File: src/rtl/whack_response_judge.sv
// ---------------------------------------------------------------------------
// whack_response_judge: whack-a-mole reaction judge (score, lives, game over)
// rev 1.0
// ---------------------------------------------------------------------------
`default_nettype none

module whack_response_judge #(
  parameter int WIN_W     = 27,
  parameter int SCORE_W   = 8,
  parameter int MAX_LIVES = 3
) (
  input  logic               clk,
  input  logic               reset_n,
  input  logic               mole_valid,
  input  logic [1:0]         mole_pos,
  input  logic [WIN_W-1:0]   window_load,
  input  logic [3:0]         key_n,
  output logic               ready,
  output logic               hit,
  output logic               miss,
  output logic [SCORE_W-1:0] score,
  output logic [1:0]         lives,
  output logic               game_over
);

  typedef enum logic [1:0] {
    S_IDLE   = 2'd0,
    S_ARMED  = 2'd1,
    S_RESULT = 2'd2,
    S_OVER   = 2'd3
  } state_t;

  localparam logic [1:0]         LIVES_INIT = 2'(MAX_LIVES);
  localparam logic [SCORE_W-1:0] SCORE_MAX  = {SCORE_W{1'b1}};

  state_t             state_q, state_d;
  logic [3:0]         sync1_q, sync1_d;
  logic [3:0]         sync2_q, sync2_d;
  logic [3:0]         dly_q, dly_d;
  logic [1:0]         pos_q, pos_d;
  logic [WIN_W-1:0]   timer_q, timer_d;
  logic               hit_q, hit_d;
  logic               miss_q, miss_d;
  logic [SCORE_W-1:0] score_q, score_d;
  logic [1:0]         lives_q, lives_d;

  logic [3:0]         press_evt;
  logic [3:0]         pos_onehot;

  always_comb begin
    sync1_d = key_n;
    sync2_d = sync1_q;
    dly_d   = sync2_q;
  end

  // Falling edge of the synchronized active-low key: held keys fire once.
  assign press_evt  = ~sync2_q & dly_q;
  assign pos_onehot = 4'b0001 << pos_q;

  always_comb begin
    state_d = state_q;
    pos_d   = pos_q;
    timer_d = timer_q;
    hit_d   = 1'b0;
    miss_d  = 1'b0;
    score_d = score_q;
    lives_d = lives_q;

    case (state_q)
      S_IDLE: begin
        if (mole_valid) begin
          pos_d   = mole_pos;
          timer_d = window_load;
          state_d = S_ARMED;
        end
      end
      S_ARMED: begin
        // A press on the final timer cycle still wins over the timeout.
        if (|press_evt) begin
          state_d = S_RESULT;
          if (press_evt == pos_onehot) begin
            hit_d = 1'b1;
          end else begin
            miss_d = 1'b1;
          end
        end else if (timer_q == '0) begin
          state_d = S_RESULT;
          miss_d  = 1'b1;
        end else begin
          timer_d = timer_q - WIN_W'(1);
        end
        if (hit_d && (score_q != SCORE_MAX)) begin
          score_d = score_q + SCORE_W'(1);
        end
        if (miss_d) begin
          lives_d = lives_q - 2'd1;
        end
      end
      S_RESULT: begin
        state_d = (lives_q == 2'd0) ? S_OVER : S_IDLE;
      end
      S_OVER: begin
        state_d = S_OVER;
      end
      default: begin
        state_d = S_IDLE;
      end
    endcase
  end

  always_ff @(posedge clk or negedge reset_n) begin
    if (!reset_n) begin
      state_q <= S_IDLE;
      sync1_q <= 4'hF;
      sync2_q <= 4'hF;
      dly_q   <= 4'hF;
      pos_q   <= 2'd0;
      timer_q <= '0;
      hit_q   <= 1'b0;
      miss_q  <= 1'b0;
      score_q <= '0;
      lives_q <= LIVES_INIT;
    end else begin
      state_q <= state_d;
      sync1_q <= sync1_d;
      sync2_q <= sync2_d;
      dly_q   <= dly_d;
      pos_q   <= pos_d;
      timer_q <= timer_d;
      hit_q   <= hit_d;
      miss_q  <= miss_d;
      score_q <= score_d;
      lives_q <= lives_d;
    end
  end

  assign ready     = (state_q == S_IDLE);
  assign game_over = (state_q == S_OVER);
  assign hit       = hit_q;
  assign miss      = miss_q;
  assign score     = score_q;
  assign lives     = lives_q;

endmodule

`default_nettype wire
File: config.mk
export PLATFORM = sky130hd
export DESIGN_NAME = whack_response_judge
export DESIGN_NICKNAME = d
export VERILOG_FILES = /design/src/rtl/whack_response_judge.sv
export SDC_FILE = /design/constraint.sdc
export NUM_CORES = 1
export LEC_CHECK = 0
export ABC_CLOCK_PERIOD_IN_PS = 3800
export BUFFER_PORTS_ARGS = -buffer_cell sky130_fd_sc_hd__buf_2
export CORE_ASPECT_RATIO = 1.25
export CORE_UTILIZATION = 60
export DETAILED_ROUTE_END_ITERATION = 7
export GPL_ROUTABILITY_DRIVEN = 0
export PLACE_DENSITY = 0.84
export SLEW_MARGIN = 20
export SYNTH_ARGS = -nofsm -noshare
export SYNTH_HDL_FRONTEND = slang
export SYNTH_SLANG_ARGS = --single-unit
File: constraint.sdc
create_clock -name clk -period 3.8 [get_ports clk]
set_input_delay 0.19 -clock clk [delete_from_list [all_inputs] [get_ports clk]]
set_output_delay 0.19 -clock clk [all_outputs]
set_load 0.01 [all_outputs]
==> impl_metrics.csv, run 1 <==
group,metric,value,unit
sta,setup_viol,0,
floorplanning,die_w,64.6,um
detailed_routing,first_pass_iters,4,
place,placed_area,3230,um^2
setup_path,critPathKind,"reg2reg",
power,power.density,699,nW/um^2
clocking,cts_setup_buffers,0,
place,dp_hpwl,4.85,mm
grt,grt_pass1_wl,11.6,mm
clocking,cts_buffers,5,
clocking,cts_tree,"yes",
clocking,clock_latency,0.31,ns
floorplanning,start_util,0.621,
detailed_routing,viasPerCell,6.25,
synthesis,ys_top_cells_by_count,"dfrtp_1 (41), nor2_1 (40), nor3_1 (18)",
grt,grt_overflow_total,0,
synthesis,synth_cells,309,
sta,fin_ws,0.986,ns
power,leakage,0.00149,uW
grt,antenna_found_initial,0,
grt,grt_usage,0.290,
finish,final_cells,418,
clocking,cts_num_sinks,55,
place,place_ws,1.05,ns
power,peakVddDrop,0.373,mV
detailed_routing,routed-via-count,2614,
synthesis,synth_seq_cells,55,
sta,skew,0.00945,ns
synthesis,synth-edff-count,0,
setup_path,start_kind,"register",
setup_path,worstReg2RegStart,"timer_q[3]$_DFFE_PN0P_",
detailed_routing,finalWirelength,6.81,mm
synthesis,ys_seq_area_frac,0.475,
floorplanning,dieArea,5180,um^2
setup_path,worstSetupEndpointType,"register",
setup_path,reg2regPathDepth,5,
synthesis,post-synth-top-count-cell,"dfrtp_1",
clocking,cts_hold_buffers,5,
synthesis,ys.flop_type,"dfrtp_1",
clocking,cts-htree-levels,2,
synthesis,syn-cell-area,2940,um^2
synthesis,synth-warning-count,0,
grt,grt_pass1_vias,2584,
worst_hold_path,hold_end,"pos_q[1]$_DFFE_PN0P_",
clocking,clkTransAtPathRegs,0.09,ns
sta,timing.max_slew.rel_slack,0.441,
worst_hold_path,worstHoldStart,"mole_pos[1]",
synthesis,syn_avg_cell_area,9.50,um^2
finish,area_delta_synth_final,14.5,%
synthesis,synth_area_leaders,"dfrtp_1 (35%), dfstp_2 (13%), nor2_1 (5.1%), nor3_1 (3.1%), o31ai_1 (3.1%)",
synthesis,yosysUniqueCellTypes,51,
finish,final_nets,396,
synthesis,synth_nets,348,
floorplanning,core,4730,um^2
sta,min_period,2.81,ns
grt,grt_max_degree,45,
worst_hold_path,min_path_cells,2,
sta,timing.fmax,355,MHz
floorplanning,dieHeight,80.2,um
worst_hold_path,hp-class,"in2reg",
setup_path,cp_data_arrival_time,2.98,ns
setup_path,timing.rr.end,"timer_q[6]$_DFFE_PN0P_",
sta,finalCritPeriodShare,0.740,
floorplanning,io_pins,50,
finish,n_fill_cell,398,
setup_path,rrSetupSlack,0.99,ns
clocking,cts_resized,0,
finish,final_cell_area,3360,um^2
finish,diodes,0,
floorplanning,num_rows,28,
finish,final_layout_size_suffix_gt1_frac,0.246,
clocking,cts_root_buf,"clkbuf_8",
setup_path,path_max_fanout,22,
sta,fin_tns_setup,0,ns
sta,worstMarginPinSlew,0.831,ns
detailed_routing,drtIter0Drc,188,
synthesis,synth_top_cell_by_area,"dfrtp_1",
sta,rsz0062_at_grt,"no",
detailed_routing,wl_per_cell,16.3,um
outcome,outcome,"finished, final reports clean",
clocking,cts_max_path_buffers,2,
place,placed_cells,405,
job,maxCapViolCount,0,
power,p_total,2350,uW
sta,finalMaxSlewViolations,0,
synthesis,yosysTopAreaCellShare,0.349,
synthesis,synthArstFlopShare,1.00,
detailed_routing,final_antenna_net_count,0,
place,portBuffers,49,
sta,finalHoldViolCount,0,
detailed_routing,drc,0,
setup_path,cp.required,3.97,ns
[flip-flops by register name, indices dropped and copies added (netlist names)]
name / flops
lives: 2
timer_q: 27
state_q: 2
pos_q: 2
miss: 1
hit: 1
score: 8
sync1_q: 4
dly_d: 4
dly_q: 4
[per-stage QoR]
stage,util,hold slack (ns)
detailed placement,0.682,0.181
CTS,0.711,0.107
global route,0.711,0.101
floorplan,-,-0.106
finish,0.711,0.112
global placement,0.682,0.169
[worst max-delay path: stages, from the launching register on]
cell and delay [ns]:
dfrtp_1 0.45, or4_1 0.61, nor3_1 0.48, and4_1 0.51, or2_2 0.45, o21ai_0 0.17
[worst max path at each step]
| stage | start | to | slack (ns) | cells after the start |
|---|---|---|---|---|
| 4_1_cts | timer_q[3]$_DFFE_PN0P_ | timer_q[6]$_DFFE_PN0P_ | 1.02 | 5 |
| 3_3_place_gp | timer_q[3]$_DFFE_PN0P_ | timer_q[2]$_DFFE_PN0P_ | 1.14 | 5 |
| 2_1_floorplan | timer_q[3]$_DFFE_PN0P_ | timer_q[23]$_DFFE_PN0P_ | 1.42 | 6 |
| 6_report | timer_q[3]$_DFFE_PN0P_ | timer_q[6]$_DFFE_PN0P_ | 0.99 | 5 |
| 5_1_grt | timer_q[3]$_DFFE_PN0P_ | timer_q[6]$_DFFE_PN0P_ | 0.82 | 5 |
| 3_5_place_dp | timer_q[3]$_DFFE_PN0P_ | timer_q[13]$_DFFE_PN0P_ | 1.05 | 5 |
[routing by layer]
metal / up-vias / wire length, um / track usage
met5: - / 0 / 0
li1: 1267 / - / -
met3: 14 / 345 / 0.0483
met1: 1232 / 2790 / 0.343
met4: 0 / 163 / 0.109
met2: 101 / 3510 / 0.521
[placed cells by master, fill, tap and decap left out, types with 7 or more instances in the layout]
| cell | count |
|---|---|
| dfrtp_1 | 41 |
| a211oi_1 | 8 |
| a21oi_1 | 16 |
| o21ai_0 | 14 |
| nor4_1 | 10 |
| dfstp_2 | 14 |
| a31oi_1 | 7 |
| buf_2 | 49 |
| o22a_1 | 7 |
| inv_1 | 9 |
| o31ai_1 | 12 |
| nor2_1 | 40 |
| nor3_1 | 18 |
| nand2_1 | 9 |
| xor2_1 | 7 |
[cell families (layout without fill, tap and decap cells)]
family,after synthesis,count (layout),share of synthesized area
xor+xnor,8,8,0.0239
compound gates,90,90,0.212
flops,55,55,0.475
mux,6,6,0.0217
fa+ha+maj,3,3,0.0128
simple gates,119,119,0.217
buf+inv,28,77,0.0383
[report_power, final]
part / internal (uW) / leakage [uW] / switching [uW]
Sequential: 802 / 0.000649 / 229
Clock: 130 / 0.0000483 / 187
Combinational: 428 / 0.000788 / 574
[final cells by class]
cell class	count	area, um^2	area share
clock buffer	5	68.8	0.0205
clock inverter	3	18.8	0.00558
inverter	9	33.8	0.0100
multi-input combinational	226	1430	0.426
sequential	55	1390	0.414
tap	60	75.1	0.0223
timing repair buffer	60	340	0.101
Note: power is estimated with default switching activity, not from simulation.
==> run 2: changes to the inputs <==
- ABC_CLOCK_PERIOD_IN_PS: 3800 -> 2800
- CORE_UTILIZATION: 60 -> 56
- PLACE_DENSITY: 0.84 -> 0.8
- clock period: 3.8 -> 2.8 ns (I/O delays scaled with it)
==> run 2 against run 1 <==
Effect of this change: die area is 6.9% higher; routed wire length is 3.1% higher; first-iteration DRC count is 37% higher; clock power is 46% higher; fmax is 9.6% higher; via count is 1.4% higher; critical path type unchanged; critical endpoint is now timer_q[23]$_DFFE_PN0P_.
==> impl_metrics.csv, run 2 (synthesis gave the netlist of run 1 again) <==
group,metric,value,unit
clocking,clkTransAtPathRegs,0.10,ns
setup_path,cp-endpoint,"timer_q[23]$_DFFE_PN0P_",
sta,finalMaxSlewViolations,0,
setup_path,rrSetupSlack,0.23,ns
floorplanning,num_rows,29,
sta,rsz0062_at_grt,"no",
clocking,cts_max_path_buffers,2,
setup_path,setup.worst_path.start,"timer_q[3]$_DFFE_PN0P_",
setup_path,worstSetupEndpointType,"register",
detailed_routing,finalWirelength,7.02,mm
setup_path,start_kind,"register",
clocking,cts-htree-levels,2,
finish,n_fill_cell,427,
sta,worstMarginPinSlew,0.720,ns
grt,grt_usage,0.272,
job,maxCapViolCount,0,
clocking,cts_root_buf,"clkbuf_8",
grt,grt_pass1_wl,11.7,mm
sta,finalCritPeriodShare,0.917,
finish,final_cell_mix,"buf_2 (48), dfrtp_1 (41), nor2_1 (40)",
detailed_routing,first_pass_iters,5,
sta,timing.max_slew.rel_slack,0.520,
grt,grt_pass1_vias,2626,
sta,timing.fmax,389,MHz
clocking,clock_latency,0.32,ns
place,place_ws,0.136,ns
clocking,cts_num_sinks,55,
sta,skew,0.00969,ns
finish,final_nets,398,
grt,grt_max_degree,49,
power,peakVddDrop,0.480,mV
power,leakage,0.00150,uW
floorplanning,io_pins,50,
sta,finalHoldWorstSlack,0.0451,ns
finish,final_layout_size_suffix_gt1_frac,0.250,
sta,fin_ws,0.232,ns
clocking,cts_tree,"yes",
place,portBuffers,49,
setup_path,cp_data_arrival_time,2.75,ns
grt,grt_overflow_total,0,
floorplanning,start_util,0.582,
floorplanning,die_w,66.8,um
finish,regMostFlops,"timer_q",
sta,finalHoldViolCount,0,
setup_path,worstReg2RegStart,"timer_q[3]$_DFFE_PN0P_",
detailed_routing,drc,0,
setup_path,path_max_fanout,8,
finish,layout_commonest_cell,"buf_2",
floorplanning,core,5040,um^2
detailed_routing,final_antenna_net_count,0,
clocking,cts_buffers,5,
detailed_routing,wl_per_cell,16.6,um
finish,area_delta_synth_final,15.5,%
power,power.density,958,nW/um^2
sta,min_period,2.57,ns
outcome,outcome,"finished, final reports clean",
clocking,cts_setup_buffers,0,
setup_path,critPathKind,"reg2reg",
place,dp_hpwl,4.98,mm
setup_path,cp.required,2.98,ns
grt,antenna_found_initial,0,
worst_hold_path,hp-class,"in2reg",
finish,final_util,0.673,
detailed_routing,viasPerCell,6.28,
setup_path,reg2regPathDepth,5,
floorplanning,dieArea,5540,um^2
setup_path,timing.rr.end,"timer_q[23]$_DFFE_PN0P_",
detailed_routing,drtIter0Drc,258,
sta,fin_tns_setup,0,ns
detailed_routing,routed-via-count,2650,
finish,largest_reg_flops,27,
floorplanning,dieHeight,83.0,um
finish,diodes,0,
sta,setup_viol,0,
==> run 2: worst min path at each step <==
stage,to,depth (start not counted),slack (ns),from
floorplan,hit$_DFF_PN0_,0,-0.16,reset_n
global placement,sync1_q[2]$_DFF_PN1_,1,0.24,key_n[2]
detailed placement,sync1_q[3]$_DFF_PN1_,1,0.25,key_n[3]
CTS,pos_q[1]$_DFFE_PN0P_,2,0.03,mole_pos[1]
global route,pos_q[0]$_DFFE_PN0P_,2,0.03,mole_pos[0]
finish,pos_q[1]$_DFFE_PN0P_,2,0.05,mole_pos[1]
==> run 2: area by class of cell <==
type / instances / area (um^2) / area share
clock inverters: 3 / 26.3 / 0.00775
well taps: 62 / 77.6 / 0.0229
flip-flops and latches: 55 / 1390 / 0.411
inverters: 9 / 33.8 / 0.00996
clock buffers: 5 / 68.8 / 0.0203
multi-input cells: 226 / 1430 / 0.423
repair buffers: 62 / 358 / 0.105
==> run 2: report_power, final <==
group          switching [uW]  internal, uW  leakage, uW
Clock                     278           184    0.0000491
Combinational             796           586     0.000800
Sequential                318          1090     0.000649
==> run 2: metal layers <==
layer / global-route usage / up-vias / routed length [um]
met5: 0 / - / 0
li1: - / 1266 / -
met1: 0.326 / 1264 / 2890
met4: 0.112 / 0 / 189
met2: 0.465 / 99 / 3580
met3: 0.0508 / 21 / 355
==> run 2: worst max-delay path: stages, from the launching register on <==
cell and delay (ns):
dfrtp_1 0.47, or4_1 0.64, or4_4 0.60, or3_4 0.36
o32ai_1 0.27, a2bb2oi_1 0.10
==> run 2: metrics by stage <==
stage | area (um^2) | std cells | total power [uW]
detailed placement | 3240 | 409 | 2780
floorplan | 2940 | 309 | 2370
CTS | 3380 | 421 | 3250
global route | 3390 | 422 | 3470
finish | 3390 | 422 | 3250
global placement | 3240 | 409 | 2710
==> run 2: repair_timing <==
action / in CTS / in global routing
gates resized for setup: 0 / 1
setup endpoints to repair: 0 / 3
hold endpoints to repair: 4 / 41
hold buffers: 4 / 1
